### config.mk
export PLATFORM = sky130hd
export DESIGN_NAME = regfile_sb
export DESIGN_NICKNAME = d
export VERILOG_FILES = /design/src/rtl/regfile_sb_pkg.sv /design/src/rtl/regfile_sb_sb_bits.sv /design/src/rtl/regfile_sb.sv
export SDC_FILE = /design/constraint.sdc
export NUM_CORES = 2
export LEC_CHECK = 0
export BUFFER_PORTS_ARGS = -buffer_cell sky130_fd_sc_hd__buf_2
export CAP_MARGIN = 20
export CORE_MARGIN = 2
export CORE_UTILIZATION = 55
export CTS_CLUSTER_DIAMETER = 30
export CTS_CLUSTER_SIZE = 12
export DETAILED_ROUTE_END_ITERATION = 8
export PLACE_DENSITY = 0.71
export SYNTH_ARGS = -nofsm -noshare
export SYNTH_HDL_FRONTEND = slang
export SYNTH_SLANG_ARGS = --single-unit
### constraint.sdc
create_clock -name clk -period 4.7 [get_ports clk]
set_input_delay 0.47 -clock clk [delete_from_list [all_inputs] [get_ports clk]]
set_output_delay 0.47 -clock clk [all_outputs]
set_load 0.05 [all_outputs]
### src/rtl/regfile_sb_pkg.sv
// Shared defaults and constants for the scoreboarded register file.
package regfile_sb_pkg;
  localparam int unsigned DATA_W_DEF = 32;
  localparam int unsigned ADDR_W_DEF = 5;
  localparam int unsigned REG_ZERO   = 0;
endpackage

### src/rtl/regfile_sb_sb_bits.sv
// Pending-write scoreboard: one bit per register plus a running pending count.
module sb_bits
  import regfile_sb_pkg::*;
#(
  parameter int unsigned ADDR_W = ADDR_W_DEF
) (
  input  logic                      clk,
  input  logic                      rst_n,
  input  logic                      set_en,
  input  logic [ADDR_W-1:0]         set_idx,
  input  logic                      clr_en,
  input  logic [ADDR_W-1:0]         clr_idx,
  output logic [(1 << ADDR_W)-1:0]  pending,
  output logic [ADDR_W:0]           pend_cnt
);
  localparam int unsigned DEPTH = 1 << ADDR_W;
  localparam int unsigned CNT_W = ADDR_W + 1;

  logic [DEPTH-1:0] set_mask;
  logic [DEPTH-1:0] clr_mask;
  logic [DEPTH-1:0] pend_nxt;
  logic             inc;
  logic             dec;
  logic [CNT_W-1:0] cnt_nxt;

  // Set wins over clear on the same register: the newer producer is still outstanding.
  always_comb begin
    set_mask = '0;
    clr_mask = '0;
    if (set_en) set_mask[set_idx] = 1'b1;
    if (clr_en) clr_mask[clr_idx] = 1'b1;
    pend_nxt = (pending & ~clr_mask) | set_mask;
    inc      = set_en && !pending[set_idx];
    dec      = clr_en && pending[clr_idx] && !(set_en && (set_idx == clr_idx));
    cnt_nxt  = pend_cnt + CNT_W'(inc) - CNT_W'(dec);
  end

  always_ff @(posedge clk) begin
    if (!rst_n) begin
      pending  <= '0;
      pend_cnt <= '0;
    end else begin
      pending  <= pend_nxt;
      pend_cnt <= cnt_nxt;
    end
  end
endmodule

### src/rtl/regfile_sb.sv
// Two-read/one-write register file with optional zero register, write bypass
// and a pending-write scoreboard driving hazard/stall outputs.
module regfile_sb
  import regfile_sb_pkg::*;
#(
  parameter int unsigned DATA_W   = DATA_W_DEF,
  parameter int unsigned ADDR_W   = ADDR_W_DEF,
  parameter bit          ZERO_REG = 1'b1,
  parameter bit          BYPASS   = 1'b1
) (
  input  logic              clk,
  input  logic              rst_n,
  input  logic              we,
  input  logic [ADDR_W-1:0] rw,
  input  logic [DATA_W-1:0] din,
  input  logic [ADDR_W-1:0] ra,
  input  logic [ADDR_W-1:0] rb,
  output logic [DATA_W-1:0] a,
  output logic [DATA_W-1:0] b,
  input  logic              iss_en,
  input  logic [ADDR_W-1:0] iss_rd,
  output logic              haz_a,
  output logic              haz_b,
  output logic              stall,
  output logic [ADDR_W:0]   pend_cnt
);
  localparam int unsigned       DEPTH = 1 << ADDR_W;
  localparam logic [ADDR_W-1:0] ZIDX  = ADDR_W'(REG_ZERO);

  logic [DATA_W-1:0] regs [DEPTH];
  logic [DEPTH-1:0]  pending;
  logic              wr_ok;
  logic              iss_ok;
  logic              a_fwd;
  logic              b_fwd;

  assign wr_ok  = we && !(ZERO_REG && (rw == ZIDX));
  assign iss_ok = iss_en && !(ZERO_REG && (iss_rd == ZIDX));

  always_ff @(posedge clk) begin
    if (!rst_n) begin
      for (int unsigned i = 0; i < DEPTH; i++) regs[i] <= '0;
    end else if (wr_ok) begin
      regs[rw] <= din;
    end
  end

  sb_bits #(
    .ADDR_W (ADDR_W)
  ) u_sb (
    .clk      (clk),
    .rst_n    (rst_n),
    .set_en   (iss_ok),
    .set_idx  (iss_rd),
    .clr_en   (wr_ok),
    .clr_idx  (rw),
    .pending  (pending),
    .pend_cnt (pend_cnt)
  );

  // Read muxes with same-cycle forwarding; everything reads as idle during reset.
  always_comb begin
    a     = '0;
    b     = '0;
    haz_a = 1'b0;
    haz_b = 1'b0;
    a_fwd = BYPASS && wr_ok && (rw == ra);
    b_fwd = BYPASS && wr_ok && (rw == rb);
    if (rst_n) begin
      a     = a_fwd ? din : regs[ra];
      b     = b_fwd ? din : regs[rb];
      if (ZERO_REG && (ra == ZIDX)) a = '0;
      if (ZERO_REG && (rb == ZIDX)) b = '0;
      haz_a = pending[ra] && !a_fwd;
      haz_b = pending[rb] && !b_fwd;
    end
    stall = haz_a | haz_b;
  end
endmodule

**Word level (Yosys, flattened, before mapping)**

Memories as Yosys holds them, arrays and structs flattened.
Index checks and enable logic that the tools add are counted.

- Memory bits (writable): 1,024
- Memories kept: 1
- Bits of input ports: 56
- Bits in registers: 38

- Reductions and logical operators: 23
- Bitwise logic cells: 4
- Mux-type cells: 29
- Order comparisons: 6
- Eq/ne operators: 3
- $add $sub $neg: 2

Memory list:

| name | depth | bits a word | rd ports | clocked after Yosys merged registers in | write ports | RTL line | RTL |
|---|---|---|---|---|---|---|---|
| regs | 32 | 32 | 2 | 0 | 32 | regfile_sb.sv:30 | `logic [DATA_W-1:0] regs [DEPTH];` |

Operators by type and width:

| operator | number |
|---|---|
| $mux W32 | 9 |
| $and A32 B32 Y32 | 1 |
| $not A32 Y32 | 1 |
| $or A32 B32 Y32 | 1 |
| $reduce_or A32 Y1 | 1 |
| $lt A5 B6 Y1 const B | 4 |
| $bmux W1 S5 | 4 |
| $logic_not A5 Y1 | 4 |
| $eq A5 B5 Y1 | 3 |
| $mux W1 | 13 |
| $logic_and A1 B1 Y1 | 12 |
| $demux W1 S5 | 2 |
| $ge A5 B1 Y1 const B | 2 |
| $add A6 B1 Y6 | 1 |
| $logic_not A1 Y1 | 6 |
| $sub A6 B1 Y6 | 1 |
| $mux W5 | 1 |
| $or A1 B1 Y1 | 1 |

**Longest topological paths before layout**

- Depth after elaboration: 8
- Depth in mapped cells: 16
- Gate-level depth less buffers: 14

**Hierarchy**

From an unflattened synthesis, not the netlist that was laid out.

- Cells, all modules: 3,811
- Area total of the unflattened synthesis: 56,973.4 um^2

By module, submodules not included:

| module | instances | area an instance (um^2) | cells each |
|---|---|---|---|
| regfile_sb | 1 | 54,564.8 | 3,545 |
| sb_bits | 1 | 2,408.6 | 266 |

**Worst setup path before layout**

No wires, ideal clock.

- Path kind: input-to-reg
- From: input rw[0]
- To: register u_sb.pending[1]
- Setup time: 0.263 ns
- Slack: 0.393 ns
- Required time: 4.437 ns
- Arrival: 4.044 ns
- Buffers on the path: 2
- Cell stages on the path: 6
- Path through: buf_2 > buf_1 > nor2b_1 > nand2_1 > o21ai_0 > o32ai_1

- Word-level cells in the longest chain between the ends: 8
- Elaborated cells on any way between the ends: 12
- Classes of those cells: 2 x order compare; 3 x mux; 3 x bitwise; 4 x reduce/logical

RTL lines:

| element | RTL line | RTL |
|---|---|---|
| from (decl) | regfile_sb.sv:14 | `input logic [ADDR_W-1:0] rw,` |
| $lt A5 B6 Y1 (not written as such) or $ge A5 B1 Y1 (tied branches) | regfile_sb_sb_bits.sv:31 | `if (clr_en) clr_mask[clr_idx] = 1'b1;` |
| $logic_and A1 B1 Y1 (not written as such) | regfile_sb_sb_bits.sv:31 |  |
| $mux W1 (not written as such) | regfile_sb_sb_bits.sv:31 |  |
| $demux W1 S5 | n/a |  |
| $mux W32 (*) | regfile_sb_sb_bits.sv:31 |  |
| $not A32 Y32 (*) | regfile_sb_sb_bits.sv:32 | `pend_nxt = (pending & ~clr_mask) \| set_mask;` |
| $and A32 B32 Y32 (*) | regfile_sb_sb_bits.sv:32 |  |
| $or A32 B32 Y32 (*) | regfile_sb_sb_bits.sv:32 |  |
| to (signal assigned) | regfile_sb_sb_bits.sv:43 | `pending <= pend_nxt;` |
| to (decl) | regfile_sb_sb_bits.sv:13 | `output logic [(1 << ADDR_W)-1:0] pending,` |

Every way passes the cells marked *; elsewhere a longest branch is shown, timed or not.
A chain may end at the register's enable or synchronous reset.

**Final worst setup path**

- From: input rw[3]
- To: output a[30]

- Word-level cells in the longest chain between the ends: 7
- Elaborated cells on any way between the ends: 8
- Classes of those cells: 1 x eq/ne; 3 x mux; 4 x reduce/logical

RTL lines:

| element | RTL line | RTL |
|---|---|---|
| $logic_not A5 Y1 | regfile_sb.sv:37 | `assign wr_ok = we && !(ZERO_REG && (rw == ZIDX));` |
| $logic_not A1 Y1 | regfile_sb.sv:37 |  |
| $logic_and A1 B1 Y1 | regfile_sb.sv:37 |  |
| $logic_and A1 B1 Y1 (*) | regfile_sb.sv:67 | `a_fwd = BYPASS && wr_ok && (rw == ra);` |
| $mux W32 (*) | regfile_sb.sv:70 | `a = a_fwd ? din : regs[ra];` |
| $mux W32 (*) | regfile_sb.sv:72 | `if (ZERO_REG && (ra == ZIDX)) a = '0;` |
| $mux W32 (*) | regfile_sb.sv:69 | `if (rst_n) begin` |
| to (decl) | regfile_sb.sv:18 | `output logic [DATA_W-1:0] a,` |

Marks and branches as above.

==> out/metrics.cfg <==
[power_and_ir_drop]
p_int_uw=22670
peakVddDrop_mv=0.3637
power.density_nw_per_um2=445.5
combPwrFrac_pct=10.7
power_frac_clock_pct=52.2
power_uw=30230
p_leak_uw=0.02375
power.share.switching_pct=25.03
seqPwrFrac_pct=37.1
switchingPower_uw=7567

[routing]
met3_length_mm=25.40
wl_met1_mm=65.74
wl_mm=190.5
wl_met2_mm=88.03
drt_first_iter_violations=5727
routedWlPerCell_um=34.81
drcViolationCount=0
drt_pass1_iterations=6
routed.top_layer=met5
num_vias=38100
detail-route-antenna-nets=0
viasPerCell=6.962

[setup_path]
slowest_delay_ns=0.69
path_cells=buf_2, or3_1, buf_4, o2111ai_1, o21ai_4, buf_16, a2111oi_0, a211o_1, buf_2
crit_type=primary input to output port
crit_arrival_ns=3.71
worstPathMaxFanout=20
setup.worst_path.start_class=primary input
crit_required_ns=4.23
critical_path_buf_inv_count=4
endpoint_kind=output port
critPathTopFamily=compound AO/OA/AOI/OAI gates
cp_slowest_cell=a2111oi_0
cp_common_cell=buf_2

[global_route]
grt_pass1_wl_mm=272.9
grt_remaining_overflow=0
grt_max_degree=79
grt_pass1_vias=39080
antenna_found_initial=12
grt_usage_pct=35.95

[timing]
fin_crit_ns=4.177
rsz0062_at_grt=false
post-route-period-util_pct=88.87
setup_viol=0
slew_headroom_pct=24.39
skew_ns=0.01354
setup-tns-final_ns=0
tightest_slew_ns=1.132
final_hold_viol_count=0
final_max_slew_viol_count=0
fmax_ghz=0.2394

[finish]
mostFrequentLayoutCells=edfxtp_1, and2_1, mux4_2
drive_above_1_share_pct=32.08
syn2layout_area_growth_pct=18.43
nets=3963
final_common_cell=edfxtp_1

[clock_tree]
clk_latency_ns=0.79
postCtsResizedCells=0
clk_pin_slew_ns=0.05
clock_tree.buffer_depth=3
numCtsBuffers=220
cts_setup_buffers=0
h-tree-depth=4
cts_tree=built
cts_root_buffer=clkbuf_16
cts_hold_buf=0
clock-sinks=1062

[logic_synthesis]
synth-edff-count=1024
ys_seq_area_share_pct=54.98
syn_area_per_cell_um2=15.19
synth_cells=3774
syn-cell-area_um2=57310
synth_warnings=0
async_flop_share_pct=0
ys_dominant_reg_cell=edfxtp_1
ys_seq_elements=1062
synth_cell_type_count=56

[flow_run]
drv_cap=0

[placement]
portBuffers=128
dpl.hpwl_mm=110.6
gp_congestion=0.9685

[floorplanning]
design.core.area_um2=103500
die_h_um=326.8
die_x_um=326.8
start_util_pct=55.37
boundaryPins=129
rows=118
fp.dieArea_um2=106800

[min_path]
hold_class=primary input to flop

[outcome]
status=complete, no violations

==> final cells by class <==
| class | count | area, µm² |
|---|---|---|
| Timing Repair Buffer | 280 | 2186 |
| Antenna cell | 2 | 5.005 |
| Clock inverter | 159 | 1848 |
| Sequential cell | 1062 | 31510 |
| Multi-Input combinational cell | 2289 | 24680 |
| Tap cell | 1380 | 1727 |
| Fill cell | 7029 | 35620 |
| Clock buffer | 253 | 5743 |
| Inverter | 47 | 176.4 |
==> Yosys cell counts (23+ instances only) <==
master / number / share of area, %
a211o_1: 43 / 0.66
a211oi_1: 29 / 0.38
a21oi_1: 75 / 0.65
a221o_1: 23 / 0.40
a22o_1: 46 / 0.70
a22oi_1: 82 / 1.1
and2_1: 998 / 11
buf_2: 54 / 0.47
clkbuf_1: 309 / 2.0
dfxtp_1: 38 / 1.3
edfxtp_1: 1024 / 54
inv_1: 46 / 0.30
mux2i_1: 32 / 0.56
mux4_2: 579 / 23
nor2_1: 68 / 0.45
nor2b_1: 62 / 0.68
nor3_1: 27 / 0.24
o21ai_0: 40 / 0.35
o22ai_1: 26 / 0.28
==> worst min-delay path, delay by kind of cell <==
family	cells	cell delay, ns
AOI/OAI and AO/OA	1	0.09
buffers and inverters	1	0.14
and+or+nand+nor	1	0.19
==> path summary, 6_finish.rpt <==
check	startpoint	end	slack [ns]	cells past startpoint
worst min register to register	u_sb.pending[19]	u_sb.pending[19]	0.53	2
worst max-delay path	rw[3]	a[30]	0.52	9
worst max register to register	u_sb.pending[23]	u_sb.pend_cnt[4]	1.51	14
worst min-delay path	iss_en	u_sb.pending[21]	0.16	3
==> through the flow <==
stage	worst slack (ns)	cells	area, µm²	hold WS, ns	utilization, %
6_report	0.5230	5472	67870	0.1600	65.58
5_1_grt	0.5332	5470	67870	0.1444	65.57
4_1_cts	0.6098	5467	67810	0.1257	65.52
3_5_place_dp	0.6180	5055	60220	0.5269	58.18
3_3_place_gp	0.6886	5051	60120	0.5177	58.09
2_1_floorplan	0.3930	3805	57430	0.4598	-
==> power by group through the flow <==
stage | combinational, µW | clock (µW) | sequential (µW)
4_1_cts | 3180 | 15800 | 11200
6_report | 3240 | 15800 | 11200
2_1_floorplan | 2070 | 0 | 11300
5_1_grt | 3330 | 16300 | 11300
3_3_place_gp | 3140 | 0 | 11300
3_5_place_dp | 3160 | 0 | 11400
==> metal layers <==
layer	vias to the layer above	GRT usage, %
li1	14990	-
met5	-	0
met3	636	10.23
met2	3090	54.83
met1	19370	47.00
met4	12	19.60
==> kinds of logic after synthesis <==
logic type | synth area share (%)
adders and majority gates | 0.1659
muxes | 23.33
DFF | 54.98
and+or+nand+nor | 12.98
xor gates and xnor gates | 0.2751
buffers and inverters | 3.360
other | 0.006543
AOI/OAI and AO/OA | 4.899
==> flip-flops by register name, summed over array words and instances (netlist names) <==
register,cells
u_sb.pend_cnt,6
u_sb.pending,32
regs,1024
Note: power is estimated with default switching activity, not from simulation.
